[src/rtl/stopwatch_ctrl.sv]
// Stopwatch control front-end: button conditioning, run/lap/pause FSM
// and decisecond prescaler feeding the downstream counter chain.
module stopwatch_ctrl #(
   parameter int DIV       = 10_000_000,
   parameter int DB_CYCLES = 1_000_000
) (
   input  logic clk,
   input  logic rst_n,
   input  logic btn_ss,
   input  logic btn_lap,
   input  logic btn_clr,
   output logic tick,
   output logic clr_pulse,
   output logic running,
   output logic lap_hold
);

   localparam int DBW = $clog2(DB_CYCLES);
   localparam int PW  = $clog2(DIV);
   localparam logic [DBW-1:0] DB_MAX  = DBW'(DB_CYCLES - 1);
   localparam logic [PW-1:0]  PRE_MAX = PW'(DIV - 1);

   typedef enum logic [1:0] {
      IDLE  = 2'd0,
      RUN   = 2'd1,
      LAP   = 2'd2,
      PAUSE = 2'd3
   } state_e;

   // bit 0 = start/stop, bit 1 = lap, bit 2 = clear
   logic [2:0] btn_raw;
   logic [2:0] sync1_q, sync2_q;
   logic [2:0] level_q, level_d;
   logic [2:0] dly_q, press_q;
   logic [DBW-1:0] db_cnt_q [3];
   logic [DBW-1:0] db_cnt_d [3];

   state_e state_q, state_d;
   logic [PW-1:0] pre_q, pre_d;
   logic tick_q, tick_d;
   logic clr_q, clr_d;
   logic run_q, run_d;
   logic lap_q, lap_d;
   logic ev_ss, ev_lap, ev_clr;
   logic active;

   assign btn_raw = {btn_clr, btn_lap, btn_ss};
   assign ev_ss   = press_q[0];
   assign ev_lap  = press_q[1];
   assign ev_clr  = press_q[2];
   assign active  = (state_q == RUN) || (state_q == LAP);

   // Debounce: count consecutive cycles the synced level disagrees
   always_comb begin
      for (int i = 0; i < 3; i++) begin
         level_d[i]  = level_q[i];
         db_cnt_d[i] = '0;
         if (sync2_q[i] != level_q[i]) begin
            if (db_cnt_q[i] == DB_MAX) begin
               level_d[i] = ~level_q[i];
            end else begin
               db_cnt_d[i] = db_cnt_q[i] + DBW'(1);
            end
         end
      end
   end

   // Synchronizers, accepted levels and registered rising-edge pulses
   always_ff @(posedge clk or negedge rst_n) begin
      if (!rst_n) begin
         sync1_q <= '0;
         sync2_q <= '0;
         level_q <= '0;
         dly_q   <= '0;
         press_q <= '0;
         for (int i = 0; i < 3; i++) begin
            db_cnt_q[i] <= '0;
         end
      end else begin
         sync1_q <= btn_raw;
         sync2_q <= sync1_q;
         level_q <= level_d;
         dly_q   <= level_q;
         press_q <= level_q & ~dly_q;
         for (int i = 0; i < 3; i++) begin
            db_cnt_q[i] <= db_cnt_d[i];
         end
      end
   end

   // FSM state register
   always_ff @(posedge clk or negedge rst_n) begin
      if (!rst_n) begin
         state_q <= IDLE;
      end else begin
         state_q <= state_d;
      end
   end

   // FSM next state: highest-priority legal event wins, others dropped
   always_comb begin
      state_d = state_q;
      case (state_q)
         IDLE: begin
            if (!ev_clr && ev_ss) state_d = RUN;
         end
         RUN: begin
            if (ev_ss)       state_d = PAUSE;
            else if (ev_lap) state_d = LAP;
         end
         LAP: begin
            if (ev_ss)       state_d = PAUSE;
            else if (ev_lap) state_d = RUN;
         end
         PAUSE: begin
            if (ev_clr)     state_d = IDLE;
            else if (ev_ss) state_d = RUN;
         end
         default: state_d = IDLE;
      endcase
   end

   // FSM outputs: clear only from IDLE/PAUSE, tick from current state
   always_comb begin
      clr_d  = ev_clr && ((state_q == IDLE) || (state_q == PAUSE));
      tick_d = active && (pre_q == PRE_MAX);
      run_d  = (state_d == RUN) || (state_d == LAP);
      lap_d  = (state_d == LAP);
   end

   // Prescaler: counts while active, holds in PAUSE, zero otherwise
   always_comb begin
      pre_d = pre_q;
      if (clr_d || (state_q == IDLE)) begin
         pre_d = '0;
      end else if (active) begin
         pre_d = (pre_q == PRE_MAX) ? '0 : pre_q + PW'(1);
      end
   end

   // Registered outputs and prescaler
   always_ff @(posedge clk or negedge rst_n) begin
      if (!rst_n) begin
         pre_q  <= '0;
         tick_q <= 1'b0;
         clr_q  <= 1'b0;
         run_q  <= 1'b0;
         lap_q  <= 1'b0;
      end else begin
         pre_q  <= pre_d;
         tick_q <= tick_d;
         clr_q  <= clr_d;
         run_q  <= run_d;
         lap_q  <= lap_d;
      end
   end

   assign tick      = tick_q;
   assign clr_pulse = clr_q;
   assign running   = run_q;
   assign lap_hold  = lap_q;

endmodule

[config.mk]
export PLATFORM = sky130hd
export DESIGN_NAME = stopwatch_ctrl
export DESIGN_NICKNAME = d
export VERILOG_FILES = /design/src/rtl/stopwatch_ctrl.sv
export SDC_FILE = /design/constraint.sdc
export NUM_CORES = 1
export LEC_CHECK = 0
export ABC_AREA = 1
export BUFFER_PORTS_ARGS = -buffer_cell sky130_fd_sc_hd__buf_2
export CAP_MARGIN = 40
export CORE_UTILIZATION = 50
export CTS_CLUSTER_SIZE = 16
export DETAILED_ROUTE_END_ITERATION = 10
export PLACE_DENSITY = 0.66
export SLEW_MARGIN = 0
export SYNTH_ARGS = -nofsm -noshare
export SYNTH_HDL_FRONTEND = slang
export SYNTH_SLANG_ARGS = --single-unit
[constraint.sdc]
create_clock -name clk -period 1.9 [get_ports clk]
set_clock_uncertainty 0.1 [all_clocks]
set_input_delay 0.38 -clock clk [delete_from_list [all_inputs] [get_ports clk]]
set_output_delay 0.38 -clock clk [all_outputs]
set_load 0.02 [all_outputs]
==> results of run 1 <==
==> cell families (layout without fill, tap and decap cells) <==
| family | after synthesis | count (layout) | share of synthesized area |
|---|---|---|---|
| and+or+nand+nor | 415 | 415 | 0.332 |
| DFF | 105 | 105 | 0.481 |
| buffers and inverters | 90 | 131 | 0.0635 |
| xor gates and xnor gates | 41 | 41 | 0.0657 |
| AOI/OAI and AO/OA | 34 | 34 | 0.0369 |
| adders and majority gates | 9 | 9 | 0.0206 |
==> flip-flops by register name, indices dropped and copies added (netlist names) <==
register	flops
running	1
pre_q	24
level_q	3
dly_q	3
tick	1
lap_hold	1
sync1_q	3
db_cnt_q	60
state_q	2
press_q	3
sync2_q	3
clr_pulse	1
==> worst max-delay path, cell delays in order, from the launching register on <==
cell,delay (ns)
sky130_fd_sc_hd__dfrtp_1,0.40
sky130_fd_sc_hd__inv_1,0.17
sky130_fd_sc_hd__ha_4,0.25
sky130_fd_sc_hd__nor2_4,0.13
sky130_fd_sc_hd__nor2_4,0.06
sky130_fd_sc_hd__nand2_8,0.12
sky130_fd_sc_hd__nand3_2,0.15
sky130_fd_sc_hd__nor2_1,0.12
sky130_fd_sc_hd__nand2_1,0.05
sky130_fd_sc_hd__nand2_1,0.07
sky130_fd_sc_hd__nor2_1,0.04
==> path summary, 6_finish.rpt <==
kind / from / endpoint / slack (ns) / cells after the start
worst max register to register: state_q[0]$_DFF_PN0_ / pre_q[15]$_DFFE_PN0P_ / 0.14 / 10
worst max-delay path: state_q[0]$_DFF_PN0_ / pre_q[15]$_DFFE_PN0P_ / 0.14 / 10
max in group asynchronous: rst_n / db_cnt_q[3]$_DFF_PN0_ / 0.78 / 3
min in group asynchronous: rst_n / clr_pulse$_DFF_PN0_ / 0.36 / 2
worst min-delay path: sync1_q[2]$_DFF_PN0_ / sync2_q[2]$_DFF_PN0_ / 0.26 / 0
worst min register to register: sync1_q[2]$_DFF_PN0_ / sync2_q[2]$_DFF_PN0_ / 0.26 / 0
==> layer usage <==
layer / track usage / vias to the layer above
met1: 0.282 / 2086
li1: - / 2267
met5: 0 / -
met2: 0.341 / 79
met3: 0.0576 / 12
met4: 0.0675 / 0
==> repair_timing <==
item,4_1_cts,5_1_grt
hold buffers,4,0
resized for setup,0,5
hold endpoints to repair,30,0
buffers inserted,0,0
setup endpoints to repair,0,9
==> power breakdown <==
part	switching [mW]	internal, mW
clock	0.808	0.490
combinational	0.0852	0.0399
sequential	0.0125	2.25
total	0.906	2.78
==> cell usage after synthesis (all sizes together), types with 2 or more instances <==
cell type  number
a21oi           8
a31oi           3
buf             2
dfrtp         105
ha              9
inv            87
nand2         148
nand3          46
nand4          22
nor2          163
nor3           29
nor3b           4
o21ai          16
o21bai          5
xnor2           4
xor2           37
==> layout make-up <==
| class | instances | share of cell area |
|---|---|---|
| Clock buffer | 9 | 0.0204 |
| Clock inverter | 6 | 0.00866 |
| Inverter | 88 | 0.0544 |
| Multi-Input combinational cell | 499 | 0.416 |
| Sequential cell | 105 | 0.433 |
| Tap cell | 136 | 0.0280 |
| Timing Repair Buffer | 28 | 0.0396 |
==> results list, run 1 <==
* Core footprint: around 0.010 sq mm
- Combined flip-flop and latch cell area: about 0.0026 sq mm
- A synthesized cell averages 7.87 sq um.
* Multi-input gate area: 0.00252 sq mm
* Synth area leader: sky130_fd_sc_hd__dfrtp_1
- Dominant cells by area after synthesis: sky130_fd_sc_hd__dfrtp_1 48%, sky130_fd_sc_hd__nor2_1 10%, sky130_fd_sc_hd__nand2_1 9.8%
- Outcome: finished clean
* Arrival @ worst endpoint: approximately 2.0 ns
- In this run the deepest clock path goes through 2 buffers.
- Sequential fraction of the synthesis area: 0.481
- Total congestion overflow: 0
- Data on the critical path is required at its endpoint by between 2 and 2.5 ns.
- Headroom to the max-slew limit: 0.719
- Horizontal extent of the die: roughly 110 microns
* Final Slew Violations: 0
- Async set-or-reset flop fraction in the synthesized netlist: 1.00
* Kind of capture point of the worst setup path: flip-flop
* Routability cong.: roughly 0.95
- The library cells used most frequently in the layout, excluding fill and tap cells, are 152 x sky130_fd_sc_hd__nor2_1, 143 x sky130_fd_sc_hd__nand2_1, 105 x sky130_fd_sc_hd__dfrtp_1, 85 x sky130_fd_sc_hd__inv_1, 43 x sky130_fd_sc_hd__nand3_1.
- TritonCTS built the clock tree.
- In the final layout, the share of cells above drive strength 1 is 0.0884.
- Final Total Pwr: between 3 and 4 mW
- After synthesis, the netlist uses 32 different library cells.
- Leading cell type in the layout, fill and taps excluded: sky130_fd_sc_hd__nor2_1
- The mapped netlist covers 0.00546 sq mm.
- During I/O placement, the number of pins put on the boundary was 9.
- Remaining number of nets flagged by the antenna check after routing: 0
* RSZ-0062 raised after global routing: false
* Clk sinks: 105
* Tcrit/Tclk final: 0.925
* Worst hold-check slack: 0.255 ns
- The pre-antenna-repair detailed-routing pass consisted of 5 iterations.
* Total of warnings raised by yosys: 0
- Syn-to-layout area delta: 11.1%
- Post-Route M1 WL: 5.04 mm
- Port buffering added 8 buffers.
- Hold Violations, Final: 0
- The share of synthesized area in the top cell type comes to 0.481.
- Element type at the critical path start: flip-flop
- Area of placed instances: between 0.005 and 0.006 sq mm
- After detailed routing, the number of remaining DRC violations is 0.
- Prior to clock tree synthesis, the placed netlist has a worst setup slack of 0.0451 ns.
- The worst-case IR drop observed on VDD is between 0.5 and 0.6 mV.
* Final Cell Area: around 0.0061 sq mm
- For this configuration, the core starts out at a cell density of 0.522.
- The die is roughly 110 microns tall.
* Post-DR wirelength/cell: roughly 12 microns
* Count of flip-flops with a built-in enable after synthesis: 0
* Via count of the first global-routing pass: ~4400
- Peak clock frequency supported by timing: ~570 MHz
* Met3 WL: about 460 microns
- Fill count: about 1000
- Dividing total power by cell area gives a power density of just over 600 mW/mm^2.
- Diodes inserted: 0
- Setup total negative slack: 0 ns
- Mean number of vias per cell: 5.10
- Highest net fanout along the worst path: 19
- Final design utilization: 0.580
- Detailed routing placed a total of around 5.0 mm of wire on met2.
* Most used DFF post-synth: sky130_fd_sc_hd__dfrtp_1
* Via count: between 4000 and 5000
- Setup Crit Path Kind: flip-flop to flip-flop
* Wire length of the first global-routing pass: 19.2 mm
* Post-Syn Instances: between 600 and 700
- Max cap viols: 0
* Number of standard cells in the layout, taps in and fillers out: roughly 870
- DP Wirelength: 7.84 mm
* Path class of the lowest-slack min-delay path: flip-flop to flip-flop
- Row Count: 37
- Number of failing setup endpoints in the final timing report: 0
* P_leak: ~2.6 nW
* Root Buffer: sky130_fd_sc_hd__clkbuf_8
* Worst-Skew Late Latency: 0.39 ns
- Antenna violations before repair: 0
* Floorplan die area: 0.0113 sq mm
* Final WS setup: between 0.1 and 0.15 ns
* Pin count of the biggest net entering global routing: 43
* Number of nets at the end of the flow: 745
* Time the worst path needs with I/O delays and setup: approximately 1.8 ns
- Once placement completed, the tool counted placed cells totaling between 800 and 900.
- For the pin with the worst max-slew slack, the measured transition is between 0.4 and 0.5 ns.
- Clock edge transition at the registers on the reported setup and hold paths: about 0.09 ns
* Tot GR Track Use: 0.213
- Wires add up to roughly 11 mm.
- Routed signal wires occupy layers up through met4.
- The detailed router finished its first iteration with between 200 and 250 violations.
* Net Count, Synth: between 700 and 800
* Level count of the clock H-tree: 3
- Flop and latch count out of synthesis: around 110
- TritonCTS buffer count: 9
Note: power is estimated with default switching activity, not from simulation.
==> run 2: changes to the inputs <==
--- a/config.mk
+++ b/config.mk
@@ -5,7 +5,6 @@
 export SDC_FILE = /design/constraint.sdc
 export NUM_CORES = 1
 export LEC_CHECK = 0
-export ABC_AREA = 1
 export BUFFER_PORTS_ARGS = -buffer_cell sky130_fd_sc_hd__buf_2
 export CAP_MARGIN = 40
 export CORE_UTILIZATION = 50
==> run 2 against run 1 <==
Die area decreased by 9.2%. Clock power increased by 11%. Synthesized area decreased by 9.4%. Setup slack got worse by 0.12 ns. Clock-buffer cell count increased by 1. Flip-flop and latch count unchanged.
==> results list, run 2 <==
- Yosys instantiated no cell more often than sky130_fd_sc_hd__dfrtp_1.
- The critical path is of the flip-flop to flip-flop type.
* Starting utilization of the core area: 0.526 (+0.00371)
- Detailed router's first-iteration violation count: 60 (-72%)
- Floorplan die area: 0.0103 sq mm (-9.2%)
- Synthesized area: 0.00495 sq mm (-9.4%)
- The pin count of the biggest net entering global routing was 45 (+4.7%).
- Main combinational cell family by area after synthesis: simple AND/OR/NAND/NOR gates
- The worst hold path belongs to the class flip-flop to flip-flop.
- The adder and majority cell fraction of the synthesized area is 0.0228 (+0.00213).
* Clk sinks: 105 (unchanged)
* Worst-case register-to-register setup slack: 0.02 ns (-0.12 ns)
* XOR/XNOR share of the synthesized area: 0.138 (+0.0723)
- Number of failing setup endpoints in the final timing report: 0 (unchanged)
- The total global-route track usage came to 0.194 (-0.0194).
- The final core utilization is 0.620 (+0.0398).
- The maximum vdd ir drop was 0.516 mV (-7.3%).
- Net Count, Synth: 507 (-28%)
* Hold Violations, Final: 0 (unchanged)
- The CTS buffer count was 9 (unchanged).
- Clock tree from TritonCTS: done
* Share of layout cells above drive strength 1: 0.171 (+0.0825)
- The count of H-tree levels built during CTS was 3 (unchanged).
* Count of flip-flops with a built-in enable after synthesis: 0 (unchanged)
- Most used DFF post-synth: sky130_fd_sc_hd__dfrtp_1
- Routability cong.: 0.866 (-8.7%)
* Worst Max-Slew Pin Slew: 0.423 ns (+0.00164 ns)
- Capturing point of the worst reg2reg path: running$_DFF_PN0_
- Tcrit/Tclk final: 0.990 (+0.0650)
- The detailed-route via count came to 3581 (-19%).
- Flop and latch count out of synthesis: 105 (unchanged)
- The power dissipated by switching net loads is 903 uW (-0.33%).
* Core footprint: 0.00942 sq mm (-10%)
* Cell internal pwr: 2.94 mW (+5.6%)
- The simple-gate share of the synthesized area was 0.251 (-0.0814).
- Part of the power in the clock network: 0.374 (+0.022)
* Max clock buf depth: 2 (unchanged)
* Dominant cells by area after synthesis: sky130_fd_sc_hd__dfrtp_1 53%, sky130_fd_sc_hd__xor2_1 8.8%, sky130_fd_sc_hd__nor2_1 7.1%
- The flip-flop count of the largest register after layout came to 60 (unchanged).
* Total of warnings raised by yosys: 0 (unchanged)
- Die Ht: 101 microns (-4.7%)
- Outcome: finished clean
* Antenna violations before repair: 0 (unchanged)
- The worst path required time is 2.08 ns (about the same).
- The maximum net fanout on the critical path came to 4 (-15).
- The gate count of the mapped netlist was 493 (-29%).
* Peak clock frequency supported by timing: 531 MHz (-6.6%)
- Clock edge transition at the registers on the reported setup and hold paths: 0.10 ns (about the same)
- Sequential fraction of the synthesis area: 0.531 (+0.0497)
* Remaining number of nets flagged by the antenna check after routing: 0 (unchanged)
* Synth area leader: sky130_fd_sc_hd__dfrtp_1
- Worst Reg2Reg Path Length in Cells: 9 (-1)
- Number of port buffers: 8 (unchanged)
- The post-synthesis average cell area is 10.0 sq um (+28%).
* CP Launch Point: state_q[0]$_DFF_PN0_
* Flop pwr share: 0.591 (-0.023)
- The library cell used most frequently in the layout, excluding fill and tap cells, is sky130_fd_sc_hd__dfrtp_1.
- Worst hold-check slack: 0.256 ns (+0.000684 ns)
- Worst setup path end: running$_DFF_PN0_
- The horizontal die dimension was 101 microns (-4.7%).
* Worst-Skew Late Latency: 0.37 ns (-0.02 ns)
- Final Slew Violations: 0 (unchanged)
- STA classifies the critical path startpoint as a flip-flop.
- The wire length per cell after detailed routing is 13.5 microns (+10%).
* Syn-to-layout area delta: 17.9%
* Distinct cells, synth: 40 (+25%)
- Commonest cells after routing, fill and taps aside: 105 x sky130_fd_sc_hd__dfrtp_1, 91 x sky130_fd_sc_hd__nor2_1, 50 x sky130_fd_sc_hd__xor2_1, 34 x sky130_fd_sc_hd__buf_4, 33 x sky130_fd_sc_hd__nand2_1
* I/O pin total: 9 (unchanged)
* Via count of the first global-routing pass: 3529 (-19%)
- STA classifies the critical path endpoint as a flip-flop.
* Largest registers: db_cnt_q x60, pre_q x24
- Time the worst path needs with I/O delays and setup: 1.88 ns (+0.124 ns)
- The max capacitance violation total is 0 (unchanged).
- Proportion of total power due to net switching: 0.235 (-0.0106)
- Arrival @ worst endpoint: 2.06 ns (+0.11 ns)
- Remaining DRCs: 0 (unchanged)
- The fraction of the mapped netlist area in compound gates is 0.0286 (-0.00832).
* Diodes inserted: 0 (unchanged)
* Total congestion overflow: 0 (unchanged)
- The startpoint identified for the worst register-to-register timing path is state_q[0]$_DFF_PN0_.
- The static leakage came to 2.56 nW (-1.4%).
* Wire length of the first global-routing pass: 15.5 mm (-20%)
- Post-synth top area share: 0.531 (+0.0497)
- Combinational Power Share: 0.035 (about the same)
- Top post-synthesis cells by count: 105 x sky130_fd_sc_hd__dfrtp_1, 93 x sky130_fd_sc_hd__nor2_1, 50 x sky130_fd_sc_hd__xor2_1
* Headroom to the max-slew limit: 0.717 (-0.00188)
- RSZ-0062 raised after global routing: true
* Drt first pass iters: 4 (-1)
- Counting flops per register, the top entry is db_cnt_q.
- Row Count: 35 (-5.4%)
* DP Wirelength: 6.28 mm (-20%)
- The total number of nets in the final design was 559 (-25%).
- The mux share of post-synthesis cell area came to 0.00683 (+0.00683).
- Async set-or-reset flop fraction in the synthesized netlist: 1.00 (unchanged)
* Mean number of vias per cell: 5.27 (+3.4%)
* Wire length after detailed routing: 9.18 mm (-14%)
- The power density over the cells came to 658 mW/mm^2 (+8.3%).
- In this run the clock root is driven by a sky130_fd_sc_hd__clkbuf_8.
==> run 2: metal layers <==
layer / GRT usage / part of all wire / vias to the layer above / wire length (microns)
li1: - / - / 1774 / -
met1: 0.248 / 0.47 / 1765 / 4310
met2: 0.325 / 0.50 / 27 / 4550
met3: 0.0455 / 0.019 / 15 / 178
met4: 0.0669 / 0.015 / 0 / 142
met5: 0 / 0 / - / 0
==> run 2: through the flow <==
stage                     std cells  instance area [sq um]  worst slack (ns)  TNS, ns  total power, mW
after floorplan                 493                   4960          -0.00393  -0.0377             2.36
after global placement          655                   5440          -0.00445  -0.0113             2.45
after detailed placement        655                   5440           -0.0249   -0.210             2.45
after CTS                       675                   5700           0.00531        0             3.90
after global routing            679                   5840           -0.0686    -1.13             4.01
final                           679                   5840            0.0181        0             3.84
==> run 2: area by class of cell <==
class	count	area (sq um)
Fill cell	793	3580
Inverter	15	56.3
Tap cell	129	161
Clock inverter	6	75.1
Timing Repair Buffer	52	453
Multi-Input combinational cell	362	2330
Clock buffer	10	128
Sequential cell	105	2630
==> run 2: power by group through the flow <==
| stage | Clock, mW | Combinational [mW] | Sequential, mW |
|---|---|---|---|
| global route | 1.58 | 0.157 | 2.28 |
| CTS | 1.49 | 0.140 | 2.27 |
| global placement | 0 | 0.131 | 2.31 |
| finish | 1.44 | 0.135 | 2.27 |
| detailed placement | 0 | 0.133 | 2.32 |
| floorplan | 0 | 0.0475 | 2.31 |
==> run 2: logic make-up (layout without fill, tap and decap cells) <==
group	Yosys count	in the layout
AO/OA/AOI/OAI	22	22
XOR/XNOR	78	78
adder cells (fa/ha/maj)	9	9
buffers and inverters	26	83
flip-flops	105	105
multiplexers	3	3
AND/OR/NAND/NOR	250	250
==> run 2: worst min-delay path by stage <==
| stage | depth (start not counted) | startpoint | slack, ns | to |
|---|---|---|---|---|
| CTS | 0 | sync1_q[2]$_DFF_PN0_ | 0.26 | sync2_q[2]$_DFF_PN0_ |
| detailed placement | 1 | rst_n | 0.16 | pre_q[15]$_DFFE_PN0P_ |
| global route | 0 | sync1_q[0]$_DFF_PN0_ | 0.27 | sync2_q[0]$_DFF_PN0_ |
| finish | 0 | sync1_q[2]$_DFF_PN0_ | 0.26 | sync2_q[2]$_DFF_PN0_ |
| floorplan | 0 | rst_n | -0.02 | clr_pulse$_DFF_PN0_ |
| global placement | 1 | rst_n | 0.16 | pre_q[15]$_DFFE_PN0P_ |
==> run 2: worst max-delay path, cell delays in order (launching register included) <==
cell and delay (ns):
sky130_fd_sc_hd__dfrtp_1 0.40, sky130_fd_sc_hd__buf_6 0.12, sky130_fd_sc_hd__ha_1 0.13, sky130_fd_sc_hd__nand2b_1 0.09, sky130_fd_sc_hd__a31oi_1 0.21, sky130_fd_sc_hd__o22ai_1 0.11
sky130_fd_sc_hd__nor2b_2 0.17, sky130_fd_sc_hd__a21o_1 0.15, sky130_fd_sc_hd__ha_1 0.27, sky130_fd_sc_hd__inv_1 0.04
==> run 2: timing repair <==
| item | CTS | global route |
|---|---|---|
| buffers inserted | 0 | 4 |
| endpoints found under the setup margin | 16 | 63 |
| resized for setup | 3 | 23 |
| gates cloned | 0 | 0 |
| pin swaps | 1 | 3 |
| hold buffers | 4 | 0 |
| hold endpoints to repair | 16 | 0 |
==> run 3: changes to the inputs <==
--- a/config.mk
+++ b/config.mk
@@ -7,10 +7,10 @@
 export LEC_CHECK = 0
 export BUFFER_PORTS_ARGS = -buffer_cell sky130_fd_sc_hd__buf_2
 export CAP_MARGIN = 40
-export CORE_UTILIZATION = 50
+export CORE_UTILIZATION = 60
 export CTS_CLUSTER_SIZE = 16
 export DETAILED_ROUTE_END_ITERATION = 10
-export PLACE_DENSITY = 0.66
+export PLACE_DENSITY = 0.77
 export SLEW_MARGIN = 0
 export SYNTH_ARGS = -nofsm -noshare
 export SYNTH_HDL_FRONTEND = slang
==> run 3 against run 2 <==
The run now ends with setup timing left. Critical endpoint is now pre_q[19]$_DFFE_PN0P_. Combinational power hardly changed. Core utilization is 11 points higher. Cell count is 4.6% lower. First-iteration DRC count grew to 3.6 times the previous value. Global-route usage is 4.5 points higher. Critical path type unchanged. Wire length is 0.83% higher. Largest cell class unchanged. Design area is 2.2% lower. Setup slack worse by 0.059 ns. Clock-buffer cell count stayed put. Fmax is 3.0% lower.
==> results list, run 3 (synthesized netlist as in run 2, its figures left out) <==
- The run finished, with violations left.
- The checks that failed: setup timing.
* Via count of the first global-routing pass: 3648 (+3.4%)
- Register containing the most flip-flops in the final layout: db_cnt_q
- The startpoint identified for the worst register-to-register timing path is pre_q[17]$_DFFE_PN0P_.
* Clock tree from TritonCTS: done
- The count of H-tree levels built during CTS came to 3 (unchanged).
- Total congestion overflow: 0 (unchanged)
- Peak clock frequency supported by timing: 515 MHz (-3.0%)
- RSZ-0062 raised after global routing: true
- The horizontal die dimension is 92.8 microns (-8.5%).
- Share of layout cells above drive strength 1: 0.158 (-0.0134)
- The wire length per cell after detailed routing came to 14.3 microns (+5.7%).
- Floorplan die area: 0.00862 sq mm (-16%)
- The transition time of the tightest slew-check pin is 0.389 ns (-0.0344 ns).
- Number of failing setup endpoints in the final timing report: 15 (+15)
* Mean number of vias per cell: 5.55 (+5.3%)
- TritonCTS buffer count: 9 (unchanged)
- Remaining number of nets flagged by the antenna check after routing: 0 (unchanged)
- The detailed-route via count was 3598 (+0.47%).
- In this run the clock root is driven by a sky130_fd_sc_hd__clkbuf_8.
* Highest net fanout along the worst path: 15 (+11)
* Final design utilization: 0.727 (+0.107)
- The floorplan core area is 0.00785 sq mm (-17%).
- PwrDens: 657 mW/mm^2 (-0.24%)
- Combined flip-flop and latch cell area: 0.00263 sq mm (unchanged)
- Origin of the worst min-delay path: sync1_q[1]$_DFF_PN0_
* Element type at the critical path start: flip-flop
- Final Total Pwr: 3.75 mW (-2.5%)
- Syn-to-layout area delta: 15.3%
* Antenna violations before repair: 0 (unchanged)
- The I/O pin count came to 9 (unchanged).
- CP Launch Point: pre_q[17]$_DFFE_PN0P_
* Hold Violations, Final: 0 (unchanged)
- Routability cong.: 0.822 (-5.1%)
- Required time reported for the critical path endpoint: 2.07 ns (about the same)
* Cell count after placement: 625 (-4.6%)
* DP Wirelength: 6.46 mm (+2.9%)
* Detailed route wirelength on metal2: 4.55 mm (about the same)
- The starting utilization of the core area was 0.631 (+0.105).
- Final WS setup: -0.0404 ns (-0.0586 ns)
* Pin count of the biggest net entering global routing: 37 (-18%)
* Area of placed instances: 0.00538 sq mm (-1.3%)
- The area of all placed cells without fillers is 0.00571 sq mm (-2.2%).
- Met3 WL: 335 microns (+88%)
- The arrival time at the worst endpoint was 2.11 ns (+0.05 ns).
- The top cell types in the final layout, fill and taps aside, are 105 x sky130_fd_sc_hd__dfrtp_1, 93 x sky130_fd_sc_hd__nor2_1, 50 x sky130_fd_sc_hd__xor2_1, 33 x sky130_fd_sc_hd__nand2_1, 32 x sky130_fd_sc_hd__nand3_1.
* Post-Route M1 WL: 4.18 mm (-3.1%)
- The final period utilization is 1.02 (+0.0308).
* Wire length after detailed routing: 9.26 mm (+0.83%)
- The worst setup path is captured at a flip-flop.
- The height of the die came to 92.8 microns (-8.5%).
- Number of nets at the end of the flow: 555 (-0.72%)
- The remaining design rule violation count came to 0 (unchanged).
- The global-route wire length before repair was 16.2 mm (+4.5%).
* Time the worst path needs with I/O delays and setup: 1.94 ns (+0.0586 ns)
* Drt first pass iters: 4 (unchanged)
* Max clock buf depth: 2 (unchanged)
- Highest metal used: met4
- Path class of the lowest-slack min-delay path: flip-flop to flip-flop
- The count of buffers inserted at the top-level ports is 8 (unchanged).
- Detailed router's first-iteration violation count: 215 (+260%)
- The number of pins exceeding their max-slew limit in the final report was 0 (unchanged).
* Clock edge transition at the registers on the reported setup and hold paths: 0.10 ns (about the same)
- Largest registers: db_cnt_q x60, pre_q x24
* Max cap viols: 0 (unchanged)
- Row Count: 32 (-8.6%)
- Fill count: 578 (-27%)
* Multi-input gate area: 0.00230 sq mm (-1.7%)
* Setup Crit Path Kind: flip-flop to flip-flop
- The number of antenna cells inserted came to 0 (unchanged).
- The maximum vdd ir drop was 0.462 mV (-11%).
* Number of standard cells in the layout, taps in and fillers out: 648 (-4.6%)
- The worst slew margin relative to its limit came to 0.740 (+0.0228).
- The total global-route track usage came to 0.239 (+0.0448).
- P_leak: 2.50 nW (-2.3%)
- Leading cell type in the layout, fill and taps excluded: sky130_fd_sc_hd__dfrtp_1
- Worst-Skew Late Latency: 0.38 ns (about the same)
- The flip-flop count of the largest register after layout was 60 (unchanged).
* Clk sinks: 105 (unchanged)
## run 3: cell types whose count changed in the layout (fill, tap and decap cells not counted), moves of 2 or more
cell	delta
sky130_fd_sc_hd__nor2_2	-2
sky130_fd_sc_hd__o21ai_1	+4
sky130_fd_sc_hd__nor2_1	+2
sky130_fd_sc_hd__buf_4	-3
sky130_fd_sc_hd__o21ai_0	-4
## run 3: critical path, stage by stage, from the launching register on
cell	delay, ns
sky130_fd_sc_hd__dfrtp_1	0.38
sky130_fd_sc_hd__or4_1	0.53
sky130_fd_sc_hd__nor3_2	0.22
sky130_fd_sc_hd__nand4_4	0.19
sky130_fd_sc_hd__o21ai_4	0.20
sky130_fd_sc_hd__buf_12	0.15
sky130_fd_sc_hd__nor2_1	0.05
## run 3: final cells by class
cell class	count	area share
Sequential cell	105	0.461
Timing Repair Buffer	47	0.0700
Clock buffer	10	0.0241
Tap cell	102	0.0224
Multi-Input combinational cell	363	0.402
Clock inverter	6	0.0107
Inverter	15	0.00987
## run 3: power breakdown
group | total (mW) | leakage, nW | internal, mW | switching (mW)
Combinational | 0.134 | 0.955 | 0.0496 | 0.0843
Clock | 1.34 | 0.0982 | 0.544 | 0.798
Sequential | 2.27 | 1.45 | 2.25 | 0.0173
## run 3: repair_timing
action,CTS,global route
setup buffers,0,2
cloned,0,1
setup endpoints to repair,16,64
hold buffers,4,0
hold endpoints to repair,24,0
pin swaps,1,10
gates resized for setup,2,18
## run 3: stage by stage
stage | hold WS, ns | TNS [ns] | setup WS (ns)
after floorplan | -0.0156 | -0.0377 | -0.00393
after global placement | 0.210 | 0 | 0.0206
after detailed placement | 0.213 | -0.328 | -0.0291
after CTS | 0.268 | -0.357 | -0.0335
after global routing | 0.271 | -1.80 | -0.128
final | 0.263 | -0.496 | -0.0404
## run 3: worst paths after layout
kind                                           to  slack, ns  cells after the start
max in group asynchronous  db_cnt_q[58]$_DFF_PN0_       0.76                      3
min reg2reg                  sync2_q[1]$_DFF_PN0_       0.26                      0
min in group asynchronous      lap_hold$_DFF_PN0_       0.35                      2
min                          sync2_q[1]$_DFF_PN0_       0.26                      0
max                         pre_q[19]$_DFFE_PN0P_      -0.04                      6
max reg2reg                 pre_q[19]$_DFFE_PN0P_      -0.04                      6
## run 3: layer usage
| layer | track usage | vias up |
|---|---|---|
| met5 | 0 | - |
| met4 | 0.0859 | 0 |
| met3 | 0.0484 | 20 |
| met2 | 0.402 | 70 |
| met1 | 0.305 | 1746 |
| li1 | - | 1762 |
